### config.mk
export PLATFORM = sky130hd
export DESIGN_NAME = td4_sequencer
export DESIGN_NICKNAME = d
export VERILOG_FILES = /design/src/rtl/td4_pkg.sv /design/src/rtl/td4_decoder.sv /design/src/rtl/td4_sequencer.sv
export SDC_FILE = /design/constraint.sdc
export NUM_CORES = 1
export LEC_CHECK = 0
export ABC_AREA = 1
export BUFFER_PORTS_ARGS = -buffer_cell sky130_fd_sc_hd__buf_2
export CAP_MARGIN = 20
export CORE_MARGIN = 10
export CORE_UTILIZATION = 60
export CTS_CLUSTER_DIAMETER = 60
export DETAILED_ROUTE_END_ITERATION = 10
export GPL_TIMING_DRIVEN = 0
export PLACE_DENSITY = 0.89
export SETUP_SLACK_MARGIN = 0.02
export SYNTH_ARGS = -nofsm -noshare
export SYNTH_HDL_FRONTEND = slang
export SYNTH_SLANG_ARGS = --single-unit
### constraint.sdc
create_clock -name clk -period 2.86 [get_ports clk]
set_input_delay 0.572 -clock clk [delete_from_list [all_inputs] [get_ports clk]]
set_output_delay 0.572 -clock clk [all_outputs]
set_load 0.1 [all_outputs]
### src/rtl/td4_pkg.sv
// td4_pkg: shared definitions for the 4-bit CPU front end.
//   - OP_*       : 4-bit opcodes (instruction bits [7:4])
//   - SEL_*      : datapath source select encodings, {select_b, select_a}
//   - state_e    : run/step control FSM states
package td4_pkg;

  localparam logic [3:0] OP_ADD_A    = 4'b0000;
  localparam logic [3:0] OP_MOV_AB   = 4'b0001;
  localparam logic [3:0] OP_IN_A     = 4'b0010;
  localparam logic [3:0] OP_MOV_A_IM = 4'b0011;
  localparam logic [3:0] OP_MOV_BA   = 4'b0100;
  localparam logic [3:0] OP_ADD_B    = 4'b0101;
  localparam logic [3:0] OP_IN_B     = 4'b0110;
  localparam logic [3:0] OP_MOV_B_IM = 4'b0111;
  localparam logic [3:0] OP_OUT_B    = 4'b1001;
  localparam logic [3:0] OP_OUT_IM   = 4'b1011;
  localparam logic [3:0] OP_JNC      = 4'b1110;
  localparam logic [3:0] OP_JMP      = 4'b1111;

  localparam logic [1:0] SEL_A    = 2'b00;
  localparam logic [1:0] SEL_B    = 2'b01;
  localparam logic [1:0] SEL_IN   = 2'b10;
  localparam logic [1:0] SEL_ZERO = 2'b11;

  typedef enum logic [1:0] {
    HALT = 2'd0,
    RUN  = 2'd1,
    STEP = 2'd2
  } state_e;

endpackage

### src/rtl/td4_decoder.sv
// td4_decoder: combinational instruction decoder.
//   op     in  4  opcode, instruction bits [7:4]
//   carry  in  1  registered carry flag (used by JNC)
//   sel    out 2  source select {select_b, select_a}
//   load   out 4  write enables {PC, out reg, B, A}, not gated by run state
//   add_op out 1  instruction is an ADD, so the carry flag captures c_in
module td4_decoder
  import td4_pkg::*;
(
  input  logic [3:0] op,
  input  logic       carry,
  output logic [1:0] sel,
  output logic [3:0] load,
  output logic       add_op
);

  always_comb begin
    sel    = SEL_ZERO;
    load   = 4'b0000;
    add_op = 1'b0;
    case (op)
      OP_ADD_A:    begin sel = SEL_A;    load = 4'b0001; add_op = 1'b1; end
      OP_MOV_AB:   begin sel = SEL_B;    load = 4'b0001; end
      OP_IN_A:     begin sel = SEL_IN;   load = 4'b0001; end
      OP_MOV_A_IM: begin sel = SEL_ZERO; load = 4'b0001; end
      OP_MOV_BA:   begin sel = SEL_A;    load = 4'b0010; end
      OP_ADD_B:    begin sel = SEL_B;    load = 4'b0010; add_op = 1'b1; end
      OP_IN_B:     begin sel = SEL_IN;   load = 4'b0010; end
      OP_MOV_B_IM: begin sel = SEL_ZERO; load = 4'b0010; end
      OP_OUT_B:    begin sel = SEL_B;    load = 4'b0100; end
      OP_OUT_IM:   begin sel = SEL_ZERO; load = 4'b0100; end
      OP_JMP:      begin sel = SEL_ZERO; load = 4'b1000; end
      // Jump only when the previous instruction left no carry.
      OP_JNC:      begin sel = SEL_ZERO; load = {~carry, 3'b000}; end
      default:     begin sel = SEL_ZERO; load = 4'b0000; end
    endcase
  end

endmodule

### src/rtl/td4_sequencer.sv
// td4_sequencer: fetch/decode/sequencing stage of the 4-bit CPU.
// Holds the PC, a 16x8 program store, the carry flag and the HALT/RUN/STEP
// control FSM, and decodes prog[pc] into datapath control lines.
//   clk, n_reset          clock, synchronous active-low reset
//   run, stop, step       control requests (levels)
//   prog_we/addr/data     program store write port (HALT only)
//   c_in                  datapath adder carry-out, same cycle
//   select_a, select_b    source select
//   load0..load3          write enables A, B, out reg, PC
//   im                    immediate of current instruction
//   pc                    program counter
//   running               high in RUN or STEP
module td4_sequencer
  import td4_pkg::*;
(
  input  logic       clk,
  input  logic       n_reset,
  input  logic       run,
  input  logic       stop,
  input  logic       step,
  input  logic       prog_we,
  input  logic [3:0] prog_addr,
  input  logic [7:0] prog_data,
  input  logic       c_in,
  output logic       select_a,
  output logic       select_b,
  output logic       load0,
  output logic       load1,
  output logic       load2,
  output logic       load3,
  output logic [3:0] im,
  output logic [3:0] pc,
  output logic       running
);

  state_e     state_q, state_d;
  logic       running_q, running_d;
  logic [3:0] pc_q, pc_d;
  logic       carry_q, carry_d;
  logic [7:0] prog_q [16];
  logic [7:0] prog_d [16];

  logic [7:0] instr;
  logic [1:0] dec_sel;
  logic [3:0] dec_load;
  logic       dec_add;
  logic       exec;
  logic [3:0] load;

  // Asynchronous fetch from the flop array: zero fetch latency.
  assign instr = prog_q[pc_q];
  assign exec  = (state_q != HALT);

  td4_decoder u_dec (
    .op     (instr[7:4]),
    .carry  (carry_q),
    .sel    (dec_sel),
    .load   (dec_load),
    .add_op (dec_add)
  );

  assign load     = exec ? dec_load : 4'b0000;
  assign select_a = dec_sel[0];
  assign select_b = dec_sel[1];
  assign load0    = load[0];
  assign load1    = load[1];
  assign load2    = load[2];
  assign load3    = load[3];
  assign im       = instr[3:0];
  assign pc       = pc_q;
  assign running  = running_q;

  always_comb begin
    state_d = state_q;
    case (state_q)
      HALT: begin
        if (run)       state_d = RUN;
        else if (step) state_d = STEP;
      end
      RUN:     if (stop) state_d = HALT;
      STEP:    state_d = HALT;
      default: state_d = HALT;
    endcase
    // running tracks the state the FSM is entering, so it is high exactly
    // in the cycles that execute.
    running_d = (state_d != HALT);
  end

  always_comb begin
    pc_d    = pc_q;
    carry_d = carry_q;
    if (exec) begin
      pc_d    = load[3] ? instr[3:0] : pc_q + 4'd1;
      carry_d = dec_add ? c_in : 1'b0;
    end
  end

  always_comb begin
    prog_d = prog_q;
    // Writes are only accepted while halted, so a fetch never races a write.
    if (prog_we && (state_q == HALT)) prog_d[prog_addr] = prog_data;
  end

  always_ff @(posedge clk) begin
    if (!n_reset) begin
      state_q   <= HALT;
      running_q <= 1'b0;
    end else begin
      state_q   <= state_d;
      running_q <= running_d;
    end
  end

  always_ff @(posedge clk) begin
    if (!n_reset) begin
      pc_q    <= 4'd0;
      carry_q <= 1'b0;
      prog_q  <= '{default: 8'h00};
    end else begin
      pc_q    <= pc_d;
      carry_q <= carry_d;
      prog_q  <= prog_d;
    end
  end

endmodule

==> results of run 1 <==
## metrics by stage
stage | worst slack, ns | util (%) | instance area (sq um) | hold slack (ns) | power (mW)
after floorplan | -0.0846 | - | 6350 | 0.424 | 2.77
after global placement | 0.0559 | 64.8 | 6660 | 0.439 | 2.99
after detailed placement | 0.0675 | 64.8 | 6660 | 0.443 | 3.00
after CTS | -0.0119 | 71.7 | 7370 | 0.337 | 5.01
after global routing | -0.178 | 75.1 | 7710 | 0.340 | 5.36
final | -0.164 | 75.1 | 7710 | 0.338 | 5.25
## per-layer routing
| metal | wire (um) | share of wire (%) | GRT usage, % | vias up |
|---|---|---|---|---|
| met4 | 1400 | 6.2 | 14.8 | 0 |
| met1 | 8010 | 36 | 33.7 | 3201 |
| met5 | 0 | 0 | 0 | - |
| met2 | 10100 | 45 | 43.2 | 680 |
| met3 | 2930 | 13 | 6.01 | 156 |
| li1 | - | - | - | 3112 |
## sequential cells by signal (all words and copies together), names as in the netlist
| register | flops |
|---|---|
| pc | 4 |
| running | 1 |
| prog_q | 128 |
| state_q | 2 |
| carry_q | 1 |
## layout by cell type, fill, tap and decap left out, drive strengths merged
cell      instances
nor2            217
o21ai           174
dfxtp           136
nand2            97
inv              91
buf              70
a21oi            58
nand3            55
clkbuf           53
o221ai           11
clkinv            7
o211ai            5
clkinvlp          5
nor3              5
o22ai             4
xor2              2
a22o              1
nor4              1
ha                1
## Yosys cell counts (4+ instances only)
library cell / n / area (sq um)
o21ai_1: 9 / 45.0
nor2_1: 211 / 792
buf_2: 22 / 110
inv_2: 5 / 18.8
o21ai_0: 165 / 826
o211ai_1: 5 / 37.5
dfxtp_1: 136 / 2720
nand3_1: 54 / 270
o221ai_1: 11 / 96.3
inv_1: 81 / 304
buf_6: 9 / 101
clkbuf_1: 29 / 109
nor3_1: 4 / 20.0
a21oi_1: 58 / 290
o22ai_1: 4 / 25.0
nand2_1: 94 / 353
## power by group through the flow
stage / Clock (mW) / Combinational (mW) / Sequential, mW
after CTS: 1.92 / 1.12 / 1.97
after global placement: 0 / 0.984 / 2.00
after detailed placement: 0 / 0.995 / 2.01
after global routing: 2.02 / 1.36 / 1.98
after floorplan: 0 / 0.711 / 2.05
final: 1.96 / 1.31 / 1.98
## area by class of cell
class / count / area [sq um]
inverters: 90 / 358
clock inverters: 13 / 97.6
plain buffers: 60 / 414
repair buffers: 44 / 418
clock buffers: 19 / 422
fillers: 717 / 2560
well taps: 136 / 170
flip-flops and latches: 136 / 2740
multi-input cells: 631 / 3100
## worst max-delay path, delay by kind of cell (launching register included)
| family | cells | cell delay (ns) |
|---|---|---|
| compound gates | 1 | 0.22 |
| flops | 1 | 0.35 |
| buf+inv | 4 | 0.64 |
| simple gates | 6 | 0.69 |
## timing repair
action / in CTS / in global routing
pin swaps: 8 / 14
setup buffers: 3 / 11
endpoints found under the setup margin: 10 / 9
resized for setup: 52 / 59
cloned: 0 / 2
## logic make-up after synthesis
group	synth area share, %
buffers and inverters	10.8
DFF	43.2
AOI/OAI and AO/OA	21.1
xor gates and xnor gates	0.278
adders and majority gates	0.199
and+or+nand+nor	24.3
## how the worst min path moves through the flow
stage / from / endpoint / slack, ns
6_report: run / state_q[1] / 0.34
5_1_grt: run / state_q[1] / 0.34
4_1_cts: run / state_q[1] / 0.34
3_5_place_dp: prog_q[119] / prog_q[119] / 0.44
3_3_place_gp: prog_q[102] / prog_q[102] / 0.44
2_1_floorplan: prog_q[109] / prog_q[109] / 0.42
==> impl_results.md, run 1 <==
* Critical path class: register to output pin
* Via density at 6.33
* Largest net degree at the start of global routing at 17
* Hold bufs inserted after CTS at 0
* Clk Tree Root Cell: clkbuf_8
* Worst-Margin Slew at 0.779 ns
* Initial Util at 61.3%
* Vias in the first global route at 6455
* Final Slew Violations at 0
* Critical-path cell list: buf_12 > buf_12 > o21ai_0 > nand2_1 > nand3_1 > nand3_2 > buf_4 > nand3_1 > nand2_2 > nor2_4 > buf_12
* Fin Setup TNS at -0.529 ns
* Post-synth EDFFs at 0
* First-pass GRT wire length at 32300 um
* Cells after Synth at 920
* # DRC at 8
* Crit. Startpoint: pc[0]
* Initial antenna violation count at 0
* Synth Net Count at 940
* Critical R2R Launch: state_q[1]
* Later-pin clock latency in the skew report at 0.54 ns
* Minimum clock period after layout at 3.02 ns
* Worst path arrival time at 2.45 ns
* Crit path max-delay cell type: dfxtp_4
* Post-Layout Cell Count at 1129
* Clock buffer count from CTS at 17
* Fin worst setup slack at -0.164 ns
* Post-DP HPWL at 13200 um
* Setup Skew at 0.00733 ns
* H-tree Lvls at 4
* First drt pass iteration count at 11
* Layout cells sized above 1 at 16.4%
* CTS tree: built
* Outcome: finished with violations
* Switching pwr at 1.83 mW
* R2R depth at 8
* Switch share at 34.7%
* Hold path depth at 4
* Max incr delay on CP at 0.35 ns
* Gate power share at 25.0%
* # diodes at 0
* Num rows at 37
* F_max at 331 MHz
* Total Routing Usage GR at 27.2%
* CP Capture Point: load3
* Period utilization at 106%
* CP startpoint kind: register
* Clock Sinks at 136
* Kind of end point of the critical path: output pin
* R2r setup slk at 0.57 ns
* I/O Pins at 34
* Core area at 10300 sq um
* Layout Nets at 1000
* Clock network power share at 37.2%
* Avg Cell Area, Syn at 6.84 sq um
* Synth Warn # at 0
* Final Hold Fails at 0
* DR iter-0 viols at 1397
* RSZ-0062 raised after global routing: true
* Critical Path RT at 2.29 ns
* Area Growth Syn to Fin at 22.5%
* GPL Wtd Cong at 0.935
* Crit Path Max Fanout at 10
* Routed vias at 7149
* DIE WIDTH at 122 um
* Final ANT Viol Nets at 0
* Max-Cap Viols at 0
* Clock-pin slew on the worst setup and hold paths at 0.06 ns
* WL/cell at 19.8 um
* Max transition margin at 47.9%
* Final WL at 22400 um
* Global route total overflow at 0
* Chip height at 122 um
* Flop pwr share at 37.7%
* Die ar. at 15000 sq um
* P_int at 3.43 mW
* Leakage at 3.23 nW
* Prevailing post-synth register cell: dfxtp_1
* Placed Cells at 1084
* Synth async-reset ratio at 0%
* Setup violations, final at 6
* Clk buf depth at 2
* Critical Path Most Common Cell: buf_12
* Sequential-to-total area share from yosys stat at 43.2%
* FF-to-FF End: prog_q[23]
* Hold Crit Class: primary input to register
* Peak VDD IR at 0.582 mV
* Netlist cell types at 29
* Post-synthesis register bit count at 136
* Buffers added on ports at 28
* Cell Area, Synth at 6300 sq um
* Power per cell area at 681 nW/um^2
* Failing checks: design-rule violations, negative setup slack
(Power assumes the default switching activity.)
==> run 2: changes to the inputs <==
==> constraint.sdc (replaced) <==
create_clock -name clk -period 2.86 [get_ports clk]
set_input_delay 0.143 -clock clk [delete_from_list [all_inputs] [get_ports clk]]
set_output_delay 0.143 -clock clk [all_outputs]
set_load 0.1 [all_outputs]
==> run 2 against run 1 <==
  * Maximum frequency up 10%
  * Critical path type unchanged
  * Die area stayed put
  * Highest routed layer unchanged
  * Register-to-register slack better by 0.07 ns
  * Final area decreased by 4.5%
  * Largest cell class unchanged
  * Cell count is 0.35% lower
  * Sequential share of layout area grew 1.5 points
  * Non-clock buffer count shrank 5
  * First-iteration DRC count fell by 27%
  * Worst setup slack gained 0.28 ns
  * Clock skew hardly changed
  * Clock power grew 16%
  * Critical endpoint is now im[1]
  * Wire length shrank 12%
  * The run now ends clean
==> impl_results.md, run 2 (same netlist as run 1, synthesis figures left out) <==
* Hold Crit Class: primary input to register
* Num rows at 37 (unchanged)
* DR iter-0 viols at 1020 (-27%)
* Clk Tree Root Cell: clkbuf_8
* Area Growth Syn to Fin at 17.0%
* Clock Sinks at 136 (unchanged)
* Initial Util at 61.3% (unchanged)
* Critical-path cell list: buf_2 > inv_2 > buf_4 > buf_2 > o21ai_0 > o221ai_1 > nand3_1 > nand2_1 > clkbuf_4
* Commonest non-fill, non-tap cell in the layout: nor2_1
* Period utilization at 96.1% (-9.7 points)
* Chip height at 122 um (unchanged)
* Critical path class: register to output pin
* Worst path arrival time at 2.60 ns (+0.15 ns)
* Final core utilization at 71.7% (-3.4 points)
* Largest net degree at the start of global routing at 17 (unchanged)
* Layout cells sized above 1 at 11.3% (-5.1 points)
* Crit path max-delay cell type: clkbuf_4
* Critical Path RT at 2.72 ns (+0.43 ns)
* Clock-pin slew on the worst setup and hold paths at 0.06 ns (about the same)
* Max transition margin at 56.5% (+8.6 points)
* Setup violations, final at 0 (-6)
* Vias in the first global route at 6276 (-2.8%)
* Worst-Margin Slew at 0.651 ns (-0.129 ns)
* Final Slew Violations at 0 (unchanged)
* Max FFs per register at 128 (unchanged)
* First-pass GRT wire length at 31500 um (-2.5%)
* Final WL at 19600 um (-12%)
* Initial antenna violation count at 1 (+1)
* RSZ-0062 raised after global routing: false
* Fin Setup TNS at 0 ns (+0.529 ns)
* Final ANT Viol Nets at 0 (unchanged)
* Die ar. at 15000 sq um (unchanged)
* Max incr delay on CP at 0.35 ns (about the same)
* Total setup buffers inserted after CTS at 0 (-3)
* CTS tree: built
* # DRC at 0 (-8)
* Clk buf depth at 2 (unchanged)
* Core area at 10300 sq um (unchanged)
* Total Routing Usage GR at 26.7% (-0.43 points)
* CP startpoint kind: register
* Minimum clock period after layout at 2.75 ns (-0.276 ns)
* Layout Nets at 995 (-0.50%)
* Via density at 5.89 (-7.0%)
* Post-DP HPWL at 13100 um (-0.73%)
* Leakage at 3.13 nW (-2.9%)
* GPL Wtd Cong at 0.934 (about the same)
* First drt pass iteration count at 5 (-6)
* Crit Path Max Fanout at 10 (unchanged)
* Reg with most FFs: prog_q
* I/O Pins at 34 (unchanged)
* Outcome: completed
* Setup Skew at 0.00737 ns (+0.0000403 ns)
* Buffers added on ports at 28 (unchanged)
* Global route total overflow at 0 (unchanged)
* Peak VDD IR at 0.556 mV (-4.4%)
* Max-Cap Viols at 0 (unchanged)
* Critical Path Most Common Cell: buf_2
* Routed vias at 6623 (-7.4%)
* Final Hold Fails at 0 (unchanged)
* Kind of end point of the critical path: output pin
* Power per cell area at 720 nW/um^2 (+5.7%)
* WL/cell at 17.4 um (-12%)
* Leading cell types in the layout, fill and taps excluded: nor2_1, o21ai_0, dfxtp_1
* H-tree Lvls at 4 (unchanged)
* F_max at 364 MHz (+10%)
* DIE WIDTH at 122 um (unchanged)
* Clock buffer count from CTS at 17 (unchanged)
* Later-pin clock latency in the skew report at 0.53 ns (about the same)
-- run 2: what timing repair did --
action,4_1_cts,5_1_grt
hold buffers,8,0
pin swaps,0,0
resized for setup,2,10
setup endpoints to repair,3,7
hold endpoints to repair,20,0
-- run 2: final cells by class --
type / count / area (sq um)
multi-input combinational: 631 / 2930
inverter: 90 / 344
timing repair buffer: 36 / 245
clock buffer: 24 / 470
tap: 136 / 170
sequential: 136 / 2730
buffer: 63 / 339
fill: 846 / 2910
antenna: 1 / 2.50
clock inverter: 8 / 143
-- run 2: metal layers --
layer	global-route usage, %	wire, um	share of wire (%)
met5	0	0	0
met4	14.3	933	4.8
met3	5.83	2060	11
met2	42.5	8830	45
met1	33.4	7780	40
-- run 2: final timing paths --
kind / from / to / slack, ns / depth (start not counted)
max: pc[1] / im[1] / 0.11 / 9
min: prog_data[1] / prog_q[73] / 0.02 / 3
max reg2reg: state_q[1] / prog_q[4] / 0.64 / 8
min reg2reg: prog_q[29] / prog_q[29] / 0.45 / 2
-- run 2: per-stage QoR --
| step | cell area, sq um | hold slack (ns) | worst slack [ns] | total power [mW] | cells |
|---|---|---|---|---|---|
| finish | 7370 | 0.0177 | 0.112 | 5.30 | 1125 |
| global route | 7370 | 0.0135 | 0.0222 | 5.45 | 1125 |
| CTS | 7340 | 0.00214 | 0.0107 | 5.25 | 1124 |
| detailed placement | 6650 | 0.444 | 0.502 | 3.00 | 1084 |
| global placement | 6650 | 0.433 | 0.493 | 2.99 | 1084 |
| floorplan | 6340 | 0.310 | -0.166 | 2.76 | 920 |
-- run 2: report_power, final --
part           total (mW)  internal (mW)  switching (mW)
Clock                2.28           1.48           0.800
Combinational        1.06          0.263           0.793
Sequential           1.97           1.94          0.0242
Total                5.30           3.69            1.62
-- run 2: critical path, delay by kind of cell, from the launching register on --
| family | cells | cell delay (ns) |
|---|---|---|
| flops | 1 | 0.33 |
| buf+inv | 5 | 1.14 |
| compound gates | 2 | 0.36 |
| simple gates | 2 | 0.24 |
==> run 3: changes to the inputs <==
--- a/config.mk
+++ b/config.mk
@@ -12,9 +12,9 @@
 export CORE_UTILIZATION = 60
 export CTS_CLUSTER_DIAMETER = 60
 export DETAILED_ROUTE_END_ITERATION = 10
-export GPL_TIMING_DRIVEN = 0
 export PLACE_DENSITY = 0.89
 export SETUP_SLACK_MARGIN = 0.02
+export SLEW_MARGIN = 20
 export SYNTH_ARGS = -nofsm -noshare
 export SYNTH_HDL_FRONTEND = slang
 export SYNTH_SLANG_ARGS = --single-unit
==> run 3 against run 2 <==
  * Wire length is 10% lower
  * Clock power is 11% lower
  * Global-route usage is 3.1 points lower
  * Final area is 3.6% lower
  * Clock skew hardly changed
  * Hold slack better by 0.038 ns
==> impl_results.md, run 3 (same netlist as run 1, synthesis figures left out) <==
* Vias in the first global route at 5831 (-7.1%)
* RSZ-0062 raised after global routing: false
* Critical Path RT at 2.72 ns (about the same)
* Post-DP Area at 6480 sq um (-2.5%)
* Core area at 10300 sq um (unchanged)
* # diodes at 0 (-1)
* Largest net degree at the start of global routing at 55 (+38)
* I/O Pins at 34 (unchanged)
* Final WL at 17600 um (-10%)
* Worst-Margin Slew at 0.606 ns (-0.0443 ns)
* Max transition margin at 59.5% (+3.1 points)
* Max-Cap Viols at 0 (unchanged)
* WL/cell at 16.5 um (-5.6%)
* Crit Path Max Fanout at 10 (unchanged)
* Critical R2R Launch: state_q[1]
* Setup violations, final at 0 (unchanged)
* Clock buffer count from CTS at 17 (unchanged)
* Area Growth Syn to Fin at 12.8%
* Global route total overflow at 0 (unchanged)
* Max incr delay on CP at 0.62 ns (+0.27 ns)
* Max FFs per register at 128 (unchanged)
* Total Routing Usage GR at 23.7% (-3.1 points)
* R2r setup slk at 0.56 ns (-0.08 ns)
* Die ar. at 15000 sq um (unchanged)
* Hold endpoint: prog_q[21]
* Hold_ws at 0.0557 ns (+0.0380 ns)
* Clk Tree Root Cell: clkbuf_8
* Reg with most FFs: prog_q
* Power per cell area at 705 nW/um^2 (-2.1%)
* Leading cell types in the layout, fill and taps excluded: nor2_1, o21ai_0, dfxtp_1
* Leakage at 2.98 nW (-4.7%)
* Critical-path cell list: clkinvlp_4 > nand3_1 > nand2_1 > inv_1 > nor2_1 > a22o_1 > inv_1 > buf_12
* Final ANT Viol Nets at 0 (unchanged)
* Crit. Startpoint: pc[3]
* F_max at 371 MHz (+1.8%)
* Later-pin clock latency in the skew report at 0.53 ns (about the same)
* FF-to-FF End: prog_q[85]
* Critical Path Most Common Cell: inv_1
* Power Total at 5.01 mW (-5.6%)
* CTS tree: built
* DR iter-0 viols at 840 (-18%)
* H-tree Lvls at 4 (unchanged)
* R2R depth at 8 (unchanged)
* Via density at 5.86 (-0.48%)
* Hold Crit Class: primary input to register
* Final instance area at 7100 sq um (-3.6%)
* Delay-heaviest family, CP: buffers and inverters
* Buffers added on ports at 33 (+18%)
* # DRC at 0 (unchanged)
* Final Hold Fails at 0 (unchanged)
* Clk buf depth at 2 (unchanged)
* Crit path max-delay cell type: dfxtp_1
* CP startpoint kind: register
* Period utilization at 94.4% (-1.7 points)
* Initial Util at 61.3% (unchanged)
* Clock Sinks at 136 (unchanged)
* Outcome: completed
* Hold path depth at 3 (unchanged)
* # fillers at 836 (-1.2%)
* Minimum clock period after layout at 2.70 ns (-0.0491 ns)
* Chip height at 122 um (unchanged)
* First-pass GRT wire length at 28700 um (-8.9%)
* Commonest non-fill, non-tap cell in the layout: nor2_1
* Initial antenna violation count at 0 (-1)
* Routed vias at 6269 (-5.3%)
* Hold path start: prog_data[5]
* Buf/Inv on CP at 4 (-1)
* Kind of end point of the critical path: output pin
* Peak VDD IR at 0.496 mV (-11%)
* Clock-pin slew on the worst setup and hold paths at 0.06 ns (about the same)
* First drt pass iteration count at 7 (+2)
* Post-DP HPWL at 10900 um (-17%)
* Final Slew Violations at 0 (unchanged)
* Layout cells sized above 1 at 10.3% (-1.1 points)
* DIE WIDTH at 122 um (unchanged)
* Setup Skew at 0.00759 ns (+0.000227 ns)
* Layout Nets at 943 (-5.2%)
* Worst path arrival time at 2.56 ns (-0.04 ns)
* GPL Wtd Cong at 0.921 (-1.4%)
* Critical path class: register to output pin
* Num rows at 37 (unchanged)
run 3: worst max path at each step:
stage                     endpoint  cells after the start
after floorplan              load2                      7
after global placement    select_b                     11
after detailed placement  select_b                     11
after CTS                 select_b                     11
after global routing      select_b                      9
final                     select_b                      8
run 3: where the power goes:
group / internal, mW / leakage (nW) / switching (mW)
logic: 0.249 / 1.63 / 0.755
registers: 1.94 / 1.10 / 0.0327
clock network: 1.21 / 0.254 / 0.817
run 3: cell type report:
cell class                      count  area, sq um  area share (%)
Clock buffer                       20          455            6.41
Inverter                           90          349            4.91
Timing Repair Buffer               47          375            5.28
Clock inverter                     10         97.6            1.37
Tap cell                          136          170            2.40
Multi-Input combinational cell    631         2930            41.2
Sequential cell                   136         2730            38.4
run 3: repair_timing:
| item | CTS | global route |
|---|---|---|
| resized for setup | 0 | 9 |
| hold buffers | 4 | 0 |
| hold endpoints to repair | 4 | 0 |
| setup endpoints to repair | 0 | 4 |
| buffers inserted | 0 | 0 |
run 3: metal layers:
| metal | track usage [%] | share of wire (%) | up-vias |
|---|---|---|---|
| met1 | 30.1 | 41 | 2856 |
| met2 | 37.7 | 46 | 373 |
| li1 | - | - | 2994 |
| met3 | 6.11 | 9.9 | 46 |
| met4 | 9.50 | 2.7 | 0 |
| met5 | 0 | 0 | - |
run 3: tightest hold or removal path, cell delays in order:
cell and delay [ns]:
buf_2 0.21, nor2_1 0.13, nor2_1 0.05
run 3: through the flow:
step           setup slack [ns]  instances  setup TNS [ns]  utilization, %
4_1_cts                  0.0679       1070               0            68.8
2_1_floorplan            -0.166        920          -0.166               -
3_5_place_dp              0.650       1036               0            63.1
5_1_grt                  0.0174       1070               0            69.1
3_3_place_gp              0.680       1036               0            63.1
6_report                  0.161       1070               0            69.1
